## config.mk

```make
export PLATFORM = sky130hd
export DESIGN_NAME = nibble_serial_adder
export DESIGN_NICKNAME = d
export VERILOG_FILES = /design/src/rtl/nibble_serial_adder_pkg.sv /design/src/rtl/nibble_serial_adder_rca.sv /design/src/rtl/nibble_serial_adder.sv
export SDC_FILE = /design/constraint.sdc
export NUM_CORES = 1
export LEC_CHECK = 0
export CAP_MARGIN = 10
export CORE_MARGIN = 10
export CORE_UTILIZATION = 55
export DETAILED_ROUTE_END_ITERATION = 7
export GPL_TIMING_DRIVEN = 0
export PLACE_DENSITY = 0.84
export SETUP_SLACK_MARGIN = 0.2
export SYNTH_ARGS = -nofsm -noshare
export SYNTH_HDL_FRONTEND = slang
export SYNTH_SLANG_ARGS = --single-unit
```

## constraint.sdc

```tcl
create_clock -name clk -period 4.8 [get_ports clk]
set_input_delay 0.96 -clock clk [delete_from_list [all_inputs] [get_ports clk]]
set_output_delay 0.96 -clock clk [all_outputs]
set_load 0.05 [all_outputs]
```

## src/rtl/nibble_serial_adder_pkg.sv

```systemverilog
// Shared constants for the nibble-serial adder: slice width, FSM encoding
// and the nibble-counter width helper.
package nibble_serial_adder_pkg;

   localparam int NIBBLE_W = 4;

   localparam logic [1:0] IDLE = 2'b00;
   localparam logic [1:0] RUN  = 2'b01;
   localparam logic [1:0] DONE = 2'b10;

   // Counter must index nibbles 0..n-1; keep at least one bit.
   function automatic int cnt_width(input int n);
      return (n < 2) ? 1 : $clog2(n);
   endfunction

endpackage

```

## src/rtl/nibble_serial_adder_rca.sv

```systemverilog
// Existing 4-bit ripple-carry adder slice, purely combinational.
module RCA_4bit (
   input  logic [3:0] a,
   input  logic [3:0] b,
   input  logic       cin,
   output logic [3:0] sum,
   output logic       cout
);

   always_comb begin
      logic c;
      c   = cin;
      sum = '0;
      for (int i = 0; i < 4; i++) begin
         sum[i] = a[i] ^ b[i] ^ c;
         c      = (a[i] & b[i]) | (c & (a[i] ^ b[i]));
      end
      cout = c;
   end

endmodule

```

## src/rtl/nibble_serial_adder.sv

```systemverilog
// Wide adder that reuses one RCA_4bit slice, processing one nibble per clock
// from LSB to MSB with the carry held in a register between cycles.
module nibble_serial_adder
   import nibble_serial_adder_pkg::*;
#(
   parameter int NIBBLES = 4
) (
   input  logic                      clk,
   input  logic                      rst_n,
   input  logic                      in_valid,
   output logic                      in_ready,
   input  logic [NIBBLE_W*NIBBLES-1:0] in_a,
   input  logic [NIBBLE_W*NIBBLES-1:0] in_b,
   input  logic                      in_cin,
   output logic                      out_valid,
   input  logic                      out_ready,
   output logic [NIBBLE_W*NIBBLES-1:0] out_sum,
   output logic                      out_cout,
   output logic                      busy
);

   localparam int W     = NIBBLE_W * NIBBLES;
   localparam int CNT_W = cnt_width(NIBBLES);
   localparam logic [CNT_W-1:0] LAST = CNT_W'(NIBBLES - 1);

   // Handshakes: a transfer happens on a rising edge where valid and ready
   // are both high; valid never depends combinationally on ready.
   logic [1:0]       state_q, state_d;
   logic [CNT_W-1:0] cnt_q, cnt_d;
   logic             carry_q, carry_d;
   logic [W-1:0]     a_sh_q, a_sh_d;
   logic [W-1:0]     b_sh_q, b_sh_d;
   logic [W-1:0]     res_q, res_d;
   logic [W-1:0]     out_sum_q, out_sum_d;
   logic             out_cout_q, out_cout_d;
   logic             out_valid_q, out_valid_d;
   logic             in_ready_q, in_ready_d;

   logic [NIBBLE_W-1:0] slice_sum;
   logic                slice_cout;
   logic [W-1:0]        res_next;

   RCA_4bit u_slice (
      .a    (a_sh_q[NIBBLE_W-1:0]),
      .b    (b_sh_q[NIBBLE_W-1:0]),
      .cin  (carry_q),
      .sum  (slice_sum),
      .cout (slice_cout)
   );

   // Each new sum nibble enters at the top, so after NIBBLES shifts the
   // first nibble has reached bit 0.
   assign res_next = {slice_sum, res_q[W-1:NIBBLE_W]};

   always_comb begin
      state_d     = state_q;
      cnt_d       = cnt_q;
      carry_d     = carry_q;
      a_sh_d      = a_sh_q;
      b_sh_d      = b_sh_q;
      res_d       = res_q;
      out_sum_d   = out_sum_q;
      out_cout_d  = out_cout_q;
      out_valid_d = out_valid_q;
      in_ready_d  = in_ready_q;
      case (state_q)
         IDLE: begin
            in_ready_d = 1'b1;
            if (in_valid && in_ready_q) begin
               a_sh_d     = in_a;
               b_sh_d     = in_b;
               carry_d    = in_cin;
               cnt_d      = '0;
               in_ready_d = 1'b0;
               state_d    = RUN;
            end
         end
         RUN: begin
            res_d   = res_next;
            a_sh_d  = a_sh_q >> NIBBLE_W;
            b_sh_d  = b_sh_q >> NIBBLE_W;
            carry_d = slice_cout;
            cnt_d   = cnt_q + CNT_W'(1);
            if (cnt_q == LAST) begin
               out_sum_d   = res_next;
               out_cout_d  = slice_cout;
               out_valid_d = 1'b1;
               state_d     = DONE;
            end
         end
         DONE: begin
            if (out_ready) begin
               out_valid_d = 1'b0;
               in_ready_d  = 1'b1;
               state_d     = IDLE;
            end
         end
         default: begin
            out_valid_d = 1'b0;
            in_ready_d  = 1'b0;
            state_d     = IDLE;
         end
      endcase
   end

   always_ff @(posedge clk or negedge rst_n) begin
      if (!rst_n) begin
         state_q     <= IDLE;
         cnt_q       <= '0;
         carry_q     <= 1'b0;
         a_sh_q      <= '0;
         b_sh_q      <= '0;
         res_q       <= '0;
         out_sum_q   <= '0;
         out_cout_q  <= 1'b0;
         out_valid_q <= 1'b0;
         in_ready_q  <= 1'b0;
      end else begin
         state_q     <= state_d;
         cnt_q       <= cnt_d;
         carry_q     <= carry_d;
         a_sh_q      <= a_sh_d;
         b_sh_q      <= b_sh_d;
         res_q       <= res_d;
         out_sum_q   <= out_sum_d;
         out_cout_q  <= out_cout_d;
         out_valid_q <= out_valid_d;
         in_ready_q  <= in_ready_d;
      end
   end

   assign in_ready  = in_ready_q;
   assign out_valid = out_valid_q;
   assign out_sum   = out_sum_q;
   assign out_cout  = out_cout_q;
   assign busy      = (state_q != IDLE);

endmodule

```

Yosys cells after proc, flatten, opt, wreduce, memory -nomap -nowiden
Cells that the tools add are included.
Storage, ports and cells
  logic and storage cells: 66
  output and inout bits: 20
  register bits after elaboration: 72
  bits of input ports: 37
Cells by class
  reductions and logical operators: 9
  bitwise gates (word level): 22
  add/sub/neg operators: 1
  eq/ne operators: 6
  multiplexer cells: 18
Operators by type and width (number)
  $pmux 16 s2: 2
  $mux 16: 2
  $and 1x1->1: 8
  $mux 2: 4
  $xor 1x1->1: 8
  $ne 2x2->1 const B: 3
  $pmux 1 s3: 2
  $pmux 2 s3: 1
  $reduce_and 2->1: 3
  $reduce_and 3->1: 2
  $mux 1: 5
  $eq 2x2->1 const B: 2
  $or 1x1->1: 4
  $pmux 2 s2: 1
  $reduce_bool 2->1: 2
  $add 2x1->2 const B: 1
  $eq 2x1->1 const B: 1
  $logic_not 2->1: 1
  $not 1->1: 2
  $pmux 1 s2: 1
  $logic_and 1x1->1: 1

Depth between registers and ports, before layout
  depth after elaboration: 10
  gate-level depth with buffers: 10
  depth with buffers taken out: 10

Cells and area by module
From an unflattened synthesis, not the netlist that was laid out.
Unflattened totals
  cells, all modules: 255
  area total of the unflattened synthesis: 3010.4 um^2
By module, submodules not included
  nibble_serial_adder: cells each 241, sequential area each 1701.6 um^2, instances 1, area each 2892.8 um^2
  RCA_4bit: cells each 14, sequential area each 0.0 um^2, instances 1, area each 117.6 um^2

Worst setup path after synthesis
Ideal clock, no wire load.
  path type: flip-flop to flip-flop
  start point: register carry_q
  end point: register out_sum_q[15], in the netlist out_sum[15]
  stages on the path, launching flop included: 9
  clock period less this slack: 2.075 ns
  path buffers: 0
  data required time: 4.717 ns
  setup slack: 2.725 ns
  library setup time: 0.083 ns
  data arrival time: 1.992 ns
  cell sequence: dfrtp_1 fa_1 inv_1 fa_1 inv_1 fa_1 inv_1 fa_1 o21ai_0
On the way
  longest elaborated chain between the ends: 7
RTL lines
  from (decl): line nibble_serial_adder.sv:30  | logic carry_q, carry_d;
  from (signal assigned): line nibble_serial_adder.sv:121  | carry_q <= carry_d;
  $and 1x1->1: line nibble_serial_adder_rca.sv:16  | c = (a[i] & b[i]) | (c & (a[i] ^ b[i]));
  $or 1x1->1: line nibble_serial_adder_rca.sv:16
  $and 1x1->1: line nibble_serial_adder_rca.sv:16
  $or 1x1->1: line nibble_serial_adder_rca.sv:16
  $and 1x1->1: line nibble_serial_adder_rca.sv:16
  $or 1x1->1: line nibble_serial_adder_rca.sv:16
  $xor 1x1->1: line nibble_serial_adder_rca.sv:15  | sum[i] = a[i] ^ b[i] ^ c;
  to (signal assigned): line nibble_serial_adder.sv:125  | out_sum_q <= out_sum_d;
  to (decl): line nibble_serial_adder.sv:34  | logic [W-1:0] out_sum_q, out_sum_d;
Every way passes these cells.
A chain may end at the register's enable or synchronous reset.

Final worst setup path
  start point: register state_q[0]
  end point: output port busy
On the way
  longest elaborated chain between the ends: 1
RTL lines
  from (decl): line nibble_serial_adder.sv:28  | logic [1:0] state_q, state_d;
  from (signal assigned): line nibble_serial_adder.sv:119  | state_q <= state_d;
  $reduce_bool 2->1: line nibble_serial_adder.sv:136  | assign busy = (state_q != IDLE);
  to (decl): line nibble_serial_adder.sv:19  | output logic busy
Every way passes these cells.

==> results.md <==
Floorplanning:
- After floorplanning, the core was divided into 26 placement rows.
- In this run the count of I/O pins placed on the die edge is 57.
- The placeable core region is 5170 um2.
- The die height is 93.5 um.
- The die covers 8750 um2.
- The die is 93.5 um wide.
- For this configuration, the core starts out at a cell density of 57.5%.

Logic synthesis:
- The post-synthesis net count is 298.
- The cell area that synthesis handed to floorplanning was 2970 um2.
- The share of synthesized area in the top cell type comes to 57.2%.
- Synthesis produced a netlist whose cell count is 256.
- The Yosys step of the flow raised 0 warnings.
- The post-synthesis area per instance is 11.6 um2.
- The post-synthesis async set-or-reset flop share is 100%.
- Among all cell types in the netlist, the one instantiated most often is dfrtp_1.
- The cell taking the most area after synthesis is dfrtp_1.
- Of the synthesized area, sequential elements account for 57.2%.
- Yosys attributes the largest share of cell area to dfrtp_1 (57%), mux2i_1 (8.1%), o21ai_0 (6.2%).
- Ranked by instance count, the synthesized netlist is headed by dfrtp_1 (68), nand2_1 (39), o21ai_0 (37), mux2i_1 (24), o21ai_1 (19).
- The number of storage elements in the synthesis netlist is 68.
- The most used flip-flop cell after synthesis is dfrtp_1.
- Yosys mapped the design onto 29 distinct sky130hd cell types.
- The count of flip-flops with a built-in enable after synthesis is 0.

Finish:
- After the last flow step, the layout net total stands at 365.
- The number of antenna diodes in the final layout is 0.
- The fraction of final layout cells with drive strength greater than 1 is 13.5%.
- Relative to the synthesized area, the layout overhead comes to 28.5%.

Drt:
- In the detailed route, the total length drawn on met2 is 2990 um.
- The first-pass iteration count of the detailed router is 4.
- The average wire per standard cell is 15.9 um.
- The final routed wirelength across all metal layers is 6330 um.
- After detailed routing, the met3 layer carries 474 um of wire.
- The number of DRC violations after detailed routing is 0.
- The detailed router put a total of 2750 um of wire on met1.
- For this block, the initial DRC count from the detailed router was 90.
- The detailed router placed 2,118 vias in this run.
- The remaining number of nets flagged by the antenna check after routing is 0.
- The detailed router used layers up to and including met4.
- Dividing the detail-routed via count by the number of cells gives 5.34.

STA:
- Setup violations remaining at the end of the flow were counted as 0.
- Adding up every negative setup slack in the final design gives 0 ns.
- Setup repair after global routing left no endpoint under its margin.
- The slew at the pin closest to its max-slew limit is 0.826 ns.
- Headroom to the max-slew limit came out at 44.9%.
- The maximum clock frequency is 345 MHz.
- The final worst clock skew is 0.00433 ns.
- The number of max-slew violations in the final report is 0.
- The worst-case hold slack is 0.477 ns.
- Subtracting the final worst setup slack from the clock period gives 2.90 ns.
- The final critical path takes up 60.3% of the cycle.
- The number of hold violations in the final report came to 0.

Placed design:
- The HPWL after detailed placement is 4590 um.
- During placement, the flow inserted port buffers numbering 56.
- The placer's final routability congestion estimate is 0.789.

Global route:
- Global routing finished with a remaining overflow of 0.
- Entering global routing, the biggest net connects 69 pins.
- The number of global-route vias before repair was 2,175.
- The first-pass GRT wire length is 10,600 um.
- The number of antenna violations at the first check in global routing is 0.
- Global routing used 15.3% of the available tracks across all layers.

Pwr:
- The analysis attributes to net switching a power of 0.00121 W.
- The switching share of power is 41.0%.
- IR analysis of the VDD net gives a maximum drop of 0.347 mV.
- The analysis attributes to cell leakage a power of 1.77 nW.
- The logic gate share of total power is 49.9%.
- In this run, the clock network consumes 16.5% of the power.
- The total power per unit cell area is 770 nW/um2.
- The internal portion of the total power is 0.00174 W.
- The portion of total power attributed to sequential cells is 33.6%.

Clock tree:
- The number of setup buffers added after CTS is 0.
- The clock latency on the worst-skew pair is 0.34 ns.
- Clock tree synthesis selected as its root buffer the cell clkbuf_8.
- The number of CTS-inserted buffers is 9.
- Clock-pin slew was measured on the worst setup and hold paths at 0.07 ns.
- The maximum root-to-sink buffer count is 2.
- Hold repair after CTS inserted 0 buffers.
- The post-cts repair resize count is 0.
- The tree built by TritonCTS fans out to 68 sinks.
- The TritonCTS clock tree is built.
- The H-tree generated during clock tree synthesis spans 3 levels.

Setup path:
- The startpoint type of the worst setup path is a flop.
- In this run the worst path has a maximum fanout of 10.
- The type of element capturing the critical path is a primary output.
- In this design, the stage delay of the slowest critical-path cell is 0.73 ns.
- The arrival time at the worst endpoint is 1.94 ns.
- Data on the critical path is required at its endpoint by 3.84 ns.
- The register-to-register setup slack is 2.61 ns.
- On the critical path, the stage with the largest delay is an instance of clkdlybuf4s50_1.
- The critical path goes through buf_4 > or2_2 > clkdlybuf4s50_1.
- The type of the worst setup path is flop to primary output.

Status:
- The flow ran to the end, and the final reports show no timing, DRC or antenna violations.

Min path:
- The path class of the tightest hold or removal check is flop to flop.

Run:
- The max-capacitance violation count is 0.
==> sequential cells by signal, indices dropped and copies added (netlist names) <==
name,count
a_sh_q,16
b_sh_q,16
out_sum,16
res_q,12
cnt_q,2
state_q,2
carry_q,1
in_ready,1
out_cout,1
out_valid,1
==> worst paths after layout <==
check	start	to	cells past startpoint
setup / recovery	state_q[0]$_DFFE_PN0P_	busy	3
hold / removal	res_q[4]$_DFFE_PN0P_	res_q[4]$_DFFE_PN0P_	2
setup reg to reg	carry_q$_DFFE_PN0P_	out_sum[15]$_DFFE_PN0P_	8
hold reg to reg	res_q[4]$_DFFE_PN0P_	res_q[4]$_DFFE_PN0P_	2
max in group asynchronous	rst_n	a_sh_q[13]$_DFFE_PN0P_	1
min in group asynchronous	rst_n	out_sum[8]$_DFFE_PN0P_	1
==> through the flow <==
stage	power, W	setup slack [ns]	cells	utilization [%]	instance area, um2
floorplan	0.00205	2.73	256	-	2970
global placement	0.00242	0.576	382	70.0	3620
detailed placement	0.00248	2.25	382	70.0	3620
CTS	0.00297	1.88	397	73.9	3820
global route	0.00315	1.85	397	73.9	3820
finish	0.00294	1.90	397	73.9	3820
==> final cells by class <==
class	count	area (um2)
sequential	68	1700
fill	376	1350
multi-input combinational	162	1100
timing repair buffer	56	558
clock buffer	14	173
buffer	18	139
tap	70	87.6
clock inverter	1	30.0
inverter	8	30.0
==> kinds of logic (layout without fill, tap and decap cells) <==
family | Yosys count | count (layout) | synth area share (%)
buffers and inverters | 26 | 97 | 5.68
DFF | 68 | 68 | 57.2
adders and majority gates | 5 | 5 | 3.11
AOI/OAI and AO/OA | 71 | 71 | 13.4
muxes | 39 | 39 | 13.8
and+or+nand+nor | 47 | 47 | 6.82
==> power by group through the flow <==
stage	Clock (W)	Combinational (W)	Sequential, W
global route	0.000522	0.00161	0.00102
detailed placement	0	0.00148	0.000999
finish	0.000487	0.00147	0.000988
floorplan	0	0.000844	0.00120
CTS	0.000491	0.00149	0.000990
global placement	0	0.00144	0.000986
==> routing by layer <==
| metal | global-route usage [%] | vias up |
|---|---|---|
| met5 | 0 | - |
| met1 | 18.9 | 1025 |
| met2 | 23.4 | 61 |
| met3 | 5.92 | 13 |
| li1 | - | 1019 |
| met4 | 6.46 | 0 |
==> cell usage in the layout, fill, tap and decap left out, drive strengths merged <==
cell,instances
nand3b,1
or2,2
buf,12
clkdlybuf4s50,55
clkbuf,21
and2b,1
a21oi,4
nand2b,1
o21bai,1
a22o,9
mux2i,24
a221oi,1
dfrtp,68
nor2,2
inv,8
fa,4
nor3b,1
ha,1
bufinv,1
nand2,39
mux2,15
o21ai,56
==> critical path, delay by kind of cell, from the launching register on <==
| family | cells | cell delay [ns] |
|---|---|---|
| buffers and inverters | 2 | 0.90 |
| DFF | 1 | 0.39 |
| and+or+nand+nor | 1 | 0.31 |
No activity file was read; power rests on OpenSTA's default activity.
